$ cat src/rtl/io_interrupt_unit_pkg.sv
// io_interrupt_unit_pkg: I/O function codes, timing/decode indices and flag reset values
package io_interrupt_unit_pkg;
  localparam logic [3:0] IO_INP = 4'h8;
  localparam logic [3:0] IO_OUT = 4'h4;
  localparam logic [3:0] IO_SKI = 4'h2;
  localparam logic [3:0] IO_SKO = 4'h1;
  localparam logic [3:0] IO_ION = 4'hC;
  localparam logic [3:0] IO_IOF = 4'h3;
  localparam int T0 = 0;
  localparam int T1 = 1;
  localparam int T2 = 2;
  localparam int T3 = 3;
  localparam int D7 = 7;
  localparam logic FGI_RST = 1'b0;
  localparam logic FGO_RST = 1'b1;
endpackage

$ cat src/rtl/io_flag_channel.sv
// io_flag_channel: byte register plus full flag, write wins over read; INV exposes the flag as "empty"
module io_flag_channel #(
  parameter int DATA_W = 8,
  parameter bit INV = 1'b0,
  parameter bit OVERWRITE = 1'b0,
  parameter bit RST_FLAG = 1'b0
) (
  input  logic              CLK,
  input  logic              RST_N,
  input  logic              wr_valid,
  input  logic [DATA_W-1:0] wr_data,
  input  logic              rd_ready,
  output logic [DATA_W-1:0] data,
  output logic              flag
);
  logic full, wr;
  assign wr = wr_valid & (OVERWRITE | ~full);
  assign flag = full ^ INV;
  always_ff @(posedge CLK) begin
    if (!RST_N) begin
      data <= '0;
      full <= RST_FLAG ^ INV;
    end else begin
      if (wr) data <= wr_data;
      full <= wr ? 1'b1 : rd_ready ? 1'b0 : full;
    end
  end
endmodule

$ cat src/rtl/io_interrupt_unit.sv
// io_interrupt_unit: Mano I/O decode, INPR/OUTR device handshakes and interrupt-cycle strobes
module io_interrupt_unit
  import io_interrupt_unit_pkg::*;
#(
  parameter int DATA_W = 8,
  parameter int ADDR_W = 4
) (
  input  logic              CLK,
  input  logic              RST_N,
  input  logic [7:0]        T,
  input  logic [7:0]        D,
  input  logic              I,
  input  logic [ADDR_W-1:0] B,
  input  logic              in_valid,
  input  logic [DATA_W-1:0] in_data,
  output logic              in_ready,
  output logic [DATA_W-1:0] out_data,
  output logic              out_valid,
  input  logic              out_ready,
  input  logic [DATA_W-1:0] ac_in,
  output logic [DATA_W-1:0] inpr,
  output logic              ac_ld_inpr,
  output logic              pc_skip,
  output logic              sc_clr,
  output logic              fetch_inhibit,
  output logic              int_ar_clr,
  output logic              int_save_pc,
  output logic              int_pc_clr,
  output logic              int_pc_inr,
  output logic              ien,
  output logic              fgi,
  output logic              fgo,
  output logic              out_overrun
);
  logic r, io, inp, out_op, ski, sko, ion, iof, unused;
  assign unused = ^{T[7:4], D[6:0]};
  always_comb begin
    io = D[D7] & I & T[T3] & ~r;
    inp = io & (B == IO_INP);
    out_op = io & (B == IO_OUT);
    ski = io & (B == IO_SKI);
    sko = io & (B == IO_SKO);
    ion = io & (B == IO_ION);
    iof = io & (B == IO_IOF);
    in_ready = ~fgi;
    out_valid = ~fgo;
    ac_ld_inpr = inp;
    pc_skip = (ski & fgi) | (sko & fgo);
    sc_clr = io | (r & T[T2]);
    fetch_inhibit = r;
    int_ar_clr = r & T[T0];
    int_save_pc = r & (T[T0] | T[T1]);
    int_pc_clr = r & T[T1];
    int_pc_inr = r & T[T2];
    // a device read in the same cycle frees the old byte, so it is not an overrun
    out_overrun = out_op & ~fgo & ~out_ready;
  end
  io_flag_channel #(.DATA_W(DATA_W), .INV(1'b0), .OVERWRITE(1'b0), .RST_FLAG(FGI_RST)) u_in (
    .CLK(CLK), .RST_N(RST_N), .wr_valid(in_valid), .wr_data(in_data),
    .rd_ready(inp), .data(inpr), .flag(fgi)
  );
  io_flag_channel #(.DATA_W(DATA_W), .INV(1'b1), .OVERWRITE(1'b1), .RST_FLAG(FGO_RST)) u_out (
    .CLK(CLK), .RST_N(RST_N), .wr_valid(out_op), .wr_data(ac_in),
    .rd_ready(out_ready), .data(out_data), .flag(fgo)
  );
  always_ff @(posedge CLK) begin
    if (!RST_N) begin
      r <= 1'b0;
      ien <= 1'b0;
    end else begin
      r <= r ? ~T[T2] : ~T[T0] & ~T[T1] & ~T[T2] & ien & (fgi | fgo);
      ien <= (r & T[T2]) ? 1'b0 : ion ? 1'b1 : iof ? 1'b0 : ien;
    end
  end
endmodule

$ cat config.mk
export PLATFORM = sky130hd
export DESIGN_NAME = io_interrupt_unit
export DESIGN_NICKNAME = d
export VERILOG_FILES = /design/src/rtl/io_interrupt_unit_pkg.sv /design/src/rtl/io_flag_channel.sv /design/src/rtl/io_interrupt_unit.sv
export SDC_FILE = /design/constraint.sdc
export NUM_CORES = 1
export LEC_CHECK = 0
export ABC_AREA = 1
export BUFFER_PORTS_ARGS = -buffer_cell sky130_fd_sc_hd__buf_2
export CAP_MARGIN = 15
export CORE_MARGIN = 10
export CORE_UTILIZATION = 35
export DETAILED_ROUTE_END_ITERATION = 8
export PLACE_DENSITY = 0.71
export SLEW_MARGIN = 20
export SYNTH_ARGS = -nofsm -noshare
export SYNTH_HDL_FRONTEND = slang
export SYNTH_HIERARCHICAL = 1
export SYNTH_SLANG_ARGS = --single-unit
$ cat constraint.sdc
create_clock -name CLK -period 1.5 [get_ports CLK]
set_clock_uncertainty 0.1 [all_clocks]
set_input_delay 0.075 -clock CLK [delete_from_list [all_inputs] [get_ports CLK]]
set_output_delay 0.075 -clock CLK [all_outputs]
set_load 0.05 [all_outputs]
=== Word-level counts from Yosys, hierarchy flattened ===
Index checks and enable logic that the tools add are counted.

* Div/mod/pow operators: 0
* $mul: 0
* Equality and inequality tests: 6
* Mux-type cells: 7
* $add $sub $neg: 0
* Order comparisons: 0
* Shift operators: 0
* Bitwise operators: 34
* Reductions and logical operators: 4

{| class="wikitable"
|+ Operator list
! kind !! number
|-
| $and 1x1->1 || 22
|-
| $eq 4x2->1 const B || 2
|-
| $eq 4x4->1 const B || 2
|-
| $not 1->1 || 8
|-
| $mux 1 || 7
|-
| $reduce_bool 2->1 || 3
|-
| $eq 4x1->1 const B || 1
|-
| $eq 4x3->1 const B || 1
|-
| $or 1x1->1 || 4
|-
| $reduce_or 2->1 || 1
|}

* Bits in writable memories: 0
* Bits of input ports: 41
* Latch bits: 0
* ROM bits: 0
* Output and inout port bits: 30
* Register bits: 20
* Memories kept: 0
* Word-level logic and storage cells: 57

=== Logic depth before layout (Yosys ltp) ===
Gate-level depths: netlist of the first run.

* Depth in word-level cells: 6
* Mapped depth: 6
* Depth with buffers taken out: 6

=== By module ===
Netlist of the first run, hierarchy kept.

{| class="wikitable"
|+ By module, submodules not included
! module !! area an instance (sq um) !! times used !! sequential area each (sq um) !! cells an instance
|-
| io_flag_channel at u_in || 394.1 || 1 || 180.2 || 58
|-
| io_flag_channel at u_out || 307.8 || 1 || 180.2 || 39
|-
| io_interrupt_unit || 245.2 || 1 || 40.0 || 44
|}

=== Least setup slack after synthesis of the first run ===
Ideal clock, no wire load.

* Path kind: reg-to-reg
* From: reg r (netlist: fetch_inhibit)
* To: reg u_in.full (netlist: u_in/flag)
* Setup time: 0.123 ns
* Clock period less this slack: 1.927 ns
* Arrival time: 1.704 ns
* Data required time: 1.277 ns
* Slack: -0.427 ns
* Stages on the path, launching flop included: 7
* Buffers on the path: 0
* Cells stage by stage: dfxtp_1 -> inv_2 -> nand4_2 -> nor2_1 -> inv_1 -> nand2_1 -> a21boi_0

* Longest elaborated chain between the ends: 4

{| class="wikitable"
|+ Ends and longest elaborated chain
! element !! RTL line !! RTL
|-
| start, declared || io_interrupt_unit.sv:35 || <nowiki>logic r, io, inp, out_op, ski, sko, ion, iof, unused;</nowiki>
|-
| start signal, assigned || io_interrupt_unit.sv:71 || <nowiki>r <= r ? ~T[T2] : ~T[T0] & ~T[T1] & ~T[T2] & ien & (fgi | fgo);</nowiki>
|-
| $not 1->1 || io_interrupt_unit.sv:38 || <nowiki>io = D[D7] & I & T[T3] & ~r;</nowiki>
|-
| $and 1x1->1 || io_interrupt_unit.sv:38 ||
|-
| $and 1x1->1 || io_interrupt_unit.sv:39 || <nowiki>inp = io & (B == IO_INP);</nowiki>
|-
| named net ac_ld_inpr || io_interrupt_unit.sv:22 || <nowiki>output logic ac_ld_inpr,</nowiki>
|-
| $reduce_bool 2->1 (no source line) || -- ||
|-
| end signal, assigned || io_flag_channel.sv:22 || <nowiki>full <= RST_FLAG ^ INV;</nowiki>
|-
| end signal, assigned || io_flag_channel.sv:25 || <nowiki>full <= wr ? 1'b1 : rd_ready ? 1'b0 : full;</nowiki>
|-
| end, declared || io_flag_channel.sv:16 || <nowiki>logic full, wr;</nowiki>
|}

The timed path passes the listed nets, and every way through them passes these cells.
A chain may end at the register's enable or synchronous reset.

=== Worst setup path after layout of the first run ===
* From: reg r (netlist: fetch_inhibit)
* To: out pc_skip

* Longest elaborated chain between the ends: 5
* Elaborated cells between the ends (all ways): 7
* Classes of those cells: bitwise: 7

{| class="wikitable"
|+ Ends and longest elaborated chain
! element !! RTL line !! RTL
|-
| $not 1->1 (*) || io_interrupt_unit.sv:38 ||
|-
| $and 1x1->1 (*) || io_interrupt_unit.sv:38 ||
|-
| $and 1x1->1 (on tied branches) || io_interrupt_unit.sv:41, io_interrupt_unit.sv:42 ||
|-
| $and 1x1->1 || io_interrupt_unit.sv:48 || <nowiki>pc_skip = (ski & fgi) | (sko & fgo);</nowiki>
|-
| $or 1x1->1 (*) || io_interrupt_unit.sv:48 ||
|-
| end, declared || io_interrupt_unit.sv:23 || <nowiki>output logic pc_skip,</nowiki>
|}

Mark *: on every way between the ends. The rest lies on a longest branch, timed or not.

==> results of run 1 <==
==> cell type report <==
| cell class | instances | area [um2] | area share |
|---|---|---|---|
| inverters | 24 | 97.6 | 0.0609 |
| multi-input cells | 95 | 469 | 0.293 |
| flip-flops and latches | 20 | 403 | 0.252 |
| well taps | 30 | 37.5 | 0.0234 |
| repair buffers | 84 | 558 | 0.348 |
| clock buffers | 4 | 36.3 | 0.0227 |
==> cells in the mapped netlist, drive strengths merged <==
cell type and instances:
nand2 28, and2 1, nand3 11, a21oi 4, nor2 38, a21boi 1
o21ai 8, buf 1, clkbuf 1, nor3 2, dfxtp 20, inv 24
nand4 2
==> flip-flops by register name, indices dropped and copies added, names as in the netlist <==
| register | cells |
|---|---|
| fetch_inhibit | 1 |
| ien | 1 |
| u_in/data | 8 |
| u_in/flag | 1 |
| u_out/data | 8 |
| u_out/full | 1 |
==> cells in the final DEF, fill, tap and decap left out <==
master and count:
a21oi_1 2, o21ai_0 8, a21oi_4 1, buf_2 55
inv_1 18, dlygate4sd3_1 20, buf_4 5, nand3_1 11
nand2_1 26, inv_2 4, nor3_4 1, and2_4 1
a21oi_2 1, nand4_1 1, dfxtp_1 18, a21boi_0 1
nor3_1 1, nor2_4 4, clkbuf_4 3, nand2_2 2
nor2_1 34, buf_6 4, clkbuf_8 1, clkinvlp_4 2
nand4_2 1, dfxtp_2 2
==> per-layer routing <==
| metal | up-vias | wire length, um | track usage |
|---|---|---|---|
| met1 | 486 | 1190 | 0.116 |
| met5 | - | 0 | 0 |
| met4 | 0 | 39 | 0.0280 |
| met3 | 10 | 304 | 0.0639 |
| met2 | 47 | 1620 | 0.225 |
| li1 | 602 | - | - |
==> how the worst max path moves through the flow <==
| stage | from | to | slack [ns] | cells after the start |
|---|---|---|---|---|
| finish | fetch_inhibit$_SDFF_PN0_ | pc_skip | 0.004 | 6 |
| global route | fetch_inhibit$_SDFF_PN0_ | pc_skip | -0.07 | 6 |
| CTS | fetch_inhibit$_SDFF_PN0_ | pc_skip | -0.05 | 6 |
| detailed placement | fetch_inhibit$_SDFF_PN0_ | u_out/data[4]$_SDFFE_PN0P_ | 0.18 | 7 |
| global placement | fetch_inhibit$_SDFF_PN0_ | u_out/data[6]$_SDFFE_PN0P_ | 0.19 | 7 |
| floorplan | u_out/full$_SDFFE_PN0P_ | fetch_inhibit$_SDFF_PN0_ | 0.09 | 5 |
==> power breakdown <==
group | switching (mW) | internal, mW
Sequential | 0.0140 | 0.554
Combinational | 0.189 | 0.115
Clock | 0.162 | 0.148
Total | 0.365 | 0.817
==> critical path, cell delays in order, from the launching register on <==
cell and delay (ns):
dfxtp_2 0.34, inv_2 0.07, nand2_2 0.07, nor2_4 0.08
nand4_1 0.14, a21oi_4 0.15, buf_6 0.17
==> logic make-up (layout without fill, tap and decap cells) <==
| kind of cell | count (synthesis) | after routing | synth area share |
|---|---|---|---|
| flip-flops | 20 | 20 | 0.423 |
| AND/OR/NAND/NOR | 82 | 82 | 0.390 |
| buffers and inverters | 26 | 112 | 0.112 |
| AO/OA/AOI/OAI | 13 | 13 | 0.0753 |
==> repair_timing <==
action,4_1_cts,5_1_grt
setup buffers,2,1
endpoints found under the setup margin,4,4
pin swaps,2,2
gates resized for setup,8,2
hold buffers,20,0
endpoints found under the hold margin,18,0
==> impl_metrics.csv, run 1 <==
group,metric,value,unit
run_status,run_status,"completed",
power,total_design_power,1.18,mW
floorplan,floorplan.io_pins,71,
clocking,worst_setup_hold_path_clk_slew,0.11,ns
routing,avgRoutedWirePerCell,12.2,um
grt,antenna_violations_before_repair,0,
timing,finalSetupViolations,0,
final_layout,post-route-util,0.635,
worst_setup_path,worst-endpoint-required,1.32,ns
grt,first_global_vias,1205,
timing,worst_slew_pin_slew,0.304,ns
timing,finalHoldViolCount,0,
clocking,cts_sinks,20,
worst_setup_path,critPathCaptureType,"primary output",
routing,firstDrtPassIters,4,
clocking,cts.root.buffer_cell,"clkbuf_4",
floorplan,dieWidth,72.0,um
final_layout,antenna_cells,0,
clocking,htree_num_levels,1,
floorplan,starting_density_of_the_core,0.375,
timing,final-max-slew-violation-count,0,
routing,ant_nets,0,
synth,post_synthesis_average_cell_area,6.72,um2
timing,finalCriticalPeriod,1.50,ns
job,cap_violations,0,
place,io_buffer_count,59,
min_path,whs_path_depth,4,
worst_setup_path,arrival,1.32,ns
min_path,worst_hold_path_type,"in -> reg",
synth,syn_inst,141,
synth,yosys.cell_types.count,20,
worst_setup_path,critPathMaxFanout,3,
floorplan,die_area,0.00519,mm2
final_layout,area.growth.synth_to_final,69.1,%
worst_setup_path,r2r-end,"u_out/data[5]$_SDFFE_PN0P_",
routing,finalWirelength,3150,um
routing,detailedRoute.firstIterationViolations,30,
power,ir_drop,0.666,mV
place,placed_cells_incl_taps,230,
min_path,worstHoldStart,"B[1]",
timing,fin_tns_setup,0,ns
final_layout,drive_above_1_share,0.383,
grt,grt_util_all_layers,0.122,
timing,worst_hold_slack,0.0184,ns
final_layout,nets,269,
timing,ratio_of_final_minimum_period_to_clock_period,0.997,
final_layout,stdcell_area,0.00160,mm2
final_layout,fillCellCount,240,
synth,synth.largest_area_cell,"dfxtp_1",
synth,synth_sequential_area_ratio,0.423,
place,postPlaceCellArea,0.00131,mm2
min_path,hold-path-endpoint,"ien$_SDFFE_PP0P_",
grt,gr_overflow_total,0,
final_layout,post_layout_nonfiller_instances,257,
routing,routed_via_density,4.46,
power,power.density,738,mW/mm2
worst_setup_path,rr_worst_depth,7,
synth,yosysTopAreaCellShare,0.423,
routing,post-route-drc-count,0,
clocking,ctsLongestPathBuffers,2,
synth,synth-seq-cells,20,
clocking,tritoncts.num_buffers,3,
place,place.detailed.hpwl,2200,um
synth,post_synth_instance_area,947,um2
worst_setup_path,timing.reg2reg.setup_slack,0.19,ns
clocking,clock_insertion_delay_worst_skew,0.29,ns
clocking,clock_tree_from_tritoncts,"yes",
worst_setup_path,worst_r2r_startpoint,"fetch_inhibit$_SDFF_PN0_",
routing,detailroute.via_count,1145,
timing,setup_ws,0.00436,ns
timing,fmax,669,MHz
grt,pin_count_of_the_biggest_net_entering_global_routing,20,
floorplan,floorplan_core_area,0.00252,mm2
place,gp_congestion,0.797,
synth,post_synth_main_area_contributors,"dfxtp_1, nor2_1, nand2_1",
place,dp_slack,0.178,ns
power,p_leak,0.893,nW
floorplan,floorplan.rows,18,
synth,synthesis.yosys.warnings,6,
timing,timing.max_slew.rel_slack,0.797,
grt,global_route_wire_length_before_repair,5310,um
synth,syn-num-nets,182,
floorplan,dieHeight,72.0,um
worst_setup_path,worstSetupPathType,"reg -> out",
worst_setup_path,crit_path_start_kind,"register",
timing,rsz0062_at_grt,"true",
No activity file was read; power rests on OpenSTA's default activity.
==> run 2, diff against run 1 <==
--- a/config.mk
+++ b/config.mk
@@ -7,11 +7,13 @@
 export LEC_CHECK = 0
 export ABC_AREA = 1
 export BUFFER_PORTS_ARGS = -buffer_cell sky130_fd_sc_hd__buf_2
-export CAP_MARGIN = 15
+export CAP_MARGIN = 30
+export CELL_PAD_IN_SITES_DETAIL_PLACEMENT = 0
+export CELL_PAD_IN_SITES_GLOBAL_PLACEMENT = 1
 export CORE_MARGIN = 10
-export CORE_UTILIZATION = 35
+export CORE_UTILIZATION = 25
 export DETAILED_ROUTE_END_ITERATION = 8
-export PLACE_DENSITY = 0.71
+export PLACE_DENSITY_LB_ADDON = 0.1
 export SLEW_MARGIN = 20
 export SYNTH_ARGS = -nofsm -noshare
 export SYNTH_HDL_FRONTEND = slang
==> impl_metrics.csv, run 2 (synthesis gave the netlist of run 1 again) <==
group,metric,value,unit
final_layout,post-route-util,0.422,
timing,finalCriticalPeriod,1.46,ns
clocking,cts_sinks,20,
timing,finalHoldViolCount,0,
worst_setup_path,worst_r2r_startpoint,"fetch_inhibit$_SDFF_PN0_",
timing,ratio_of_final_minimum_period_to_clock_period,0.975,
timing,setup_ws,0.0378,ns
grt,first_global_vias,1099,
final_layout,commonest_non_fill_non_tap_cell_in_the_layout,"buf_2",
job,cap_violations,0,
worst_setup_path,crit_path_start_kind,"register",
floorplan,floorplan.rows,22,
routing,routed_via_density,4.12,
floorplan,starting_density_of_the_core,0.259,
min_path,worst_hold_path_type,"in -> reg",
routing,avgRoutedWirePerCell,11.2,um
floorplan,floorplan.io_pins,71,
power,p_leak,0.856,nW
clocking,cts.root.buffer_cell,"clkbuf_8",
timing,finalSetupViolations,0,
place,io_buffer_count,59,
routing,detailroute.via_count,1088,
routing,finalWirelength,2970,um
worst_setup_path,worst-endpoint-required,1.32,ns
grt,global_route_wire_length_before_repair,4860,um
final_layout,area.growth.synth_to_final,63.1,%
floorplan,dieHeight,81.6,um
final_layout,fillCellCount,408,
timing,final-max-slew-violation-count,0,
worst_setup_path,crit_start,"fetch_inhibit$_SDFF_PN0_",
grt,grt_util_all_layers,0.0907,
routing,post-route-drc-count,0,
routing,firstDrtPassIters,4,
grt,antenna_violations_before_repair,0,
floorplan,die_area,0.00665,mm2
min_path,worstHoldStart,"out_ready",
worst_setup_path,critPathMaxFanout,3,
final_layout,drive_above_1_share,0.398,
clocking,htree_num_levels,1,
floorplan,dieWidth,81.6,um
grt,pin_count_of_the_biggest_net_entering_global_routing,20,
clocking,clock_tree_from_tritoncts,"yes",
worst_setup_path,critPathCaptureType,"primary output",
timing,timing.max_slew.rel_slack,0.792,
worst_setup_path,arrival,1.29,ns
timing,rsz0062_at_grt,"true",
power,ir_drop,0.649,mV
floorplan,floorplan_core_area,0.00366,mm2
routing,ant_nets,0,
timing,worst_slew_pin_slew,0.311,ns
final_layout,nets,258,
worst_setup_path,worstSetupPathType,"reg -> out",
run_status,run_status,"completed",
power,total_design_power,1.24,mW
clocking,worst_setup_hold_path_clk_slew,0.07,ns
place,gp_congestion,0.768,
final_layout,final_cell_mix,"buf_2, nor2_1, nand2_1",
clocking,tritoncts.num_buffers,3,
clocking,clock_insertion_delay_worst_skew,0.25,ns
final_layout,layout_top_registers,"u_in/data: 8 flops, u_out/data: 8 flops",
timing,fmax,684,MHz
clocking,ctsLongestPathBuffers,2,
routing,detailedRoute.firstIterationViolations,28,
grt,gr_overflow_total,0,
final_layout,antenna_cells,0,
place,place.detailed.hpwl,2420,um
power,power.density,803,mW/mm2
place,dp_slack,0.195,ns
## run 2: cell count changes in the layout (fill, tap and decap cells not counted)
cell | previous run | this run
dlygate4sd3_1 | 20 | 10
clkbuf_8 | 1 | 4
buf_6 | 4 | 2
clkbuf_4 | 3 | 1
buf_4 | 5 | 4
buf_8 | 0 | 1
dfxtp_2 | 2 | 1
dfxtp_4 | 0 | 1
inv_2 | 4 | 3
inv_4 | 0 | 1
nand2_2 | 2 | 1
nand2_4 | 0 | 1
## run 2: timing repair
item / 4_1_cts / 5_1_grt
cloned: 0 / 0
gates resized for setup: 4 / 9
setup buffers: 0 / 2
endpoints found under the hold margin: 9 / 0
hold buffers: 10 / 0
endpoints found under the setup margin: 3 / 4
pin swaps: 0 / 3
## run 2: worst paths after layout
path | to | slack [ns] | depth (start not counted)
max reg2reg | u_out/data[7]$_SDFFE_PN0P_ | 0.14 | 7
min reg2reg | u_in/data[1]$_SDFFE_PN0P_ | 0.38 | 2
max | out_overrun | 0.04 | 5
min | u_out/full$_SDFFE_PN0P_ | 0.002 | 4
## run 2: worst max-delay path, stage by stage (launching register included)
cell and delay [ns]:
dfxtp_4 0.35, inv_4 0.07, nand4_2 0.11, nor3_4 0.20
and2_4 0.17, buf_8 0.14
## run 2: metrics by stage
stage	setup TNS, ns	cells	instance area [um2]	hold WS, ns
2_1_floorplan	0	141	978	0.0965
3_3_place_gp	0	248	1330	0.198
3_5_place_dp	0	248	1330	0.205
4_1_cts	-0.0302	262	1500	0.00426
5_1_grt	-0.0774	264	1550	0.0133
6_report	0	264	1550	0.00249
## run 2: layer usage
metal	GRT usage	wire length, um	part of all wire	up-vias
met5	0	0	0	-
met4	0.0260	15	0.0051	0
met3	0.0459	341	0.11	2
met2	0.161	1460	0.49	32
met1	0.0915	1150	0.39	477
li1	-	-	-	577
## run 2: where the power goes
part | internal [mW] | switching [mW]
Combinational | 0.0957 | 0.184
Sequential | 0.552 | 0.0145
Clock | 0.233 | 0.162
Total | 0.880 | 0.360
## run 2: final cells by class
| cell class | count | area [um2] | area share |
|---|---|---|---|
| multi-input combinational | 95 | 474 | 0.307 |
| inverter | 24 | 100 | 0.0648 |
| timing repair buffer | 73 | 450 | 0.291 |
| tap | 48 | 60.1 | 0.0389 |
| sequential | 20 | 405 | 0.262 |
| clock buffer | 4 | 55.1 | 0.0356 |
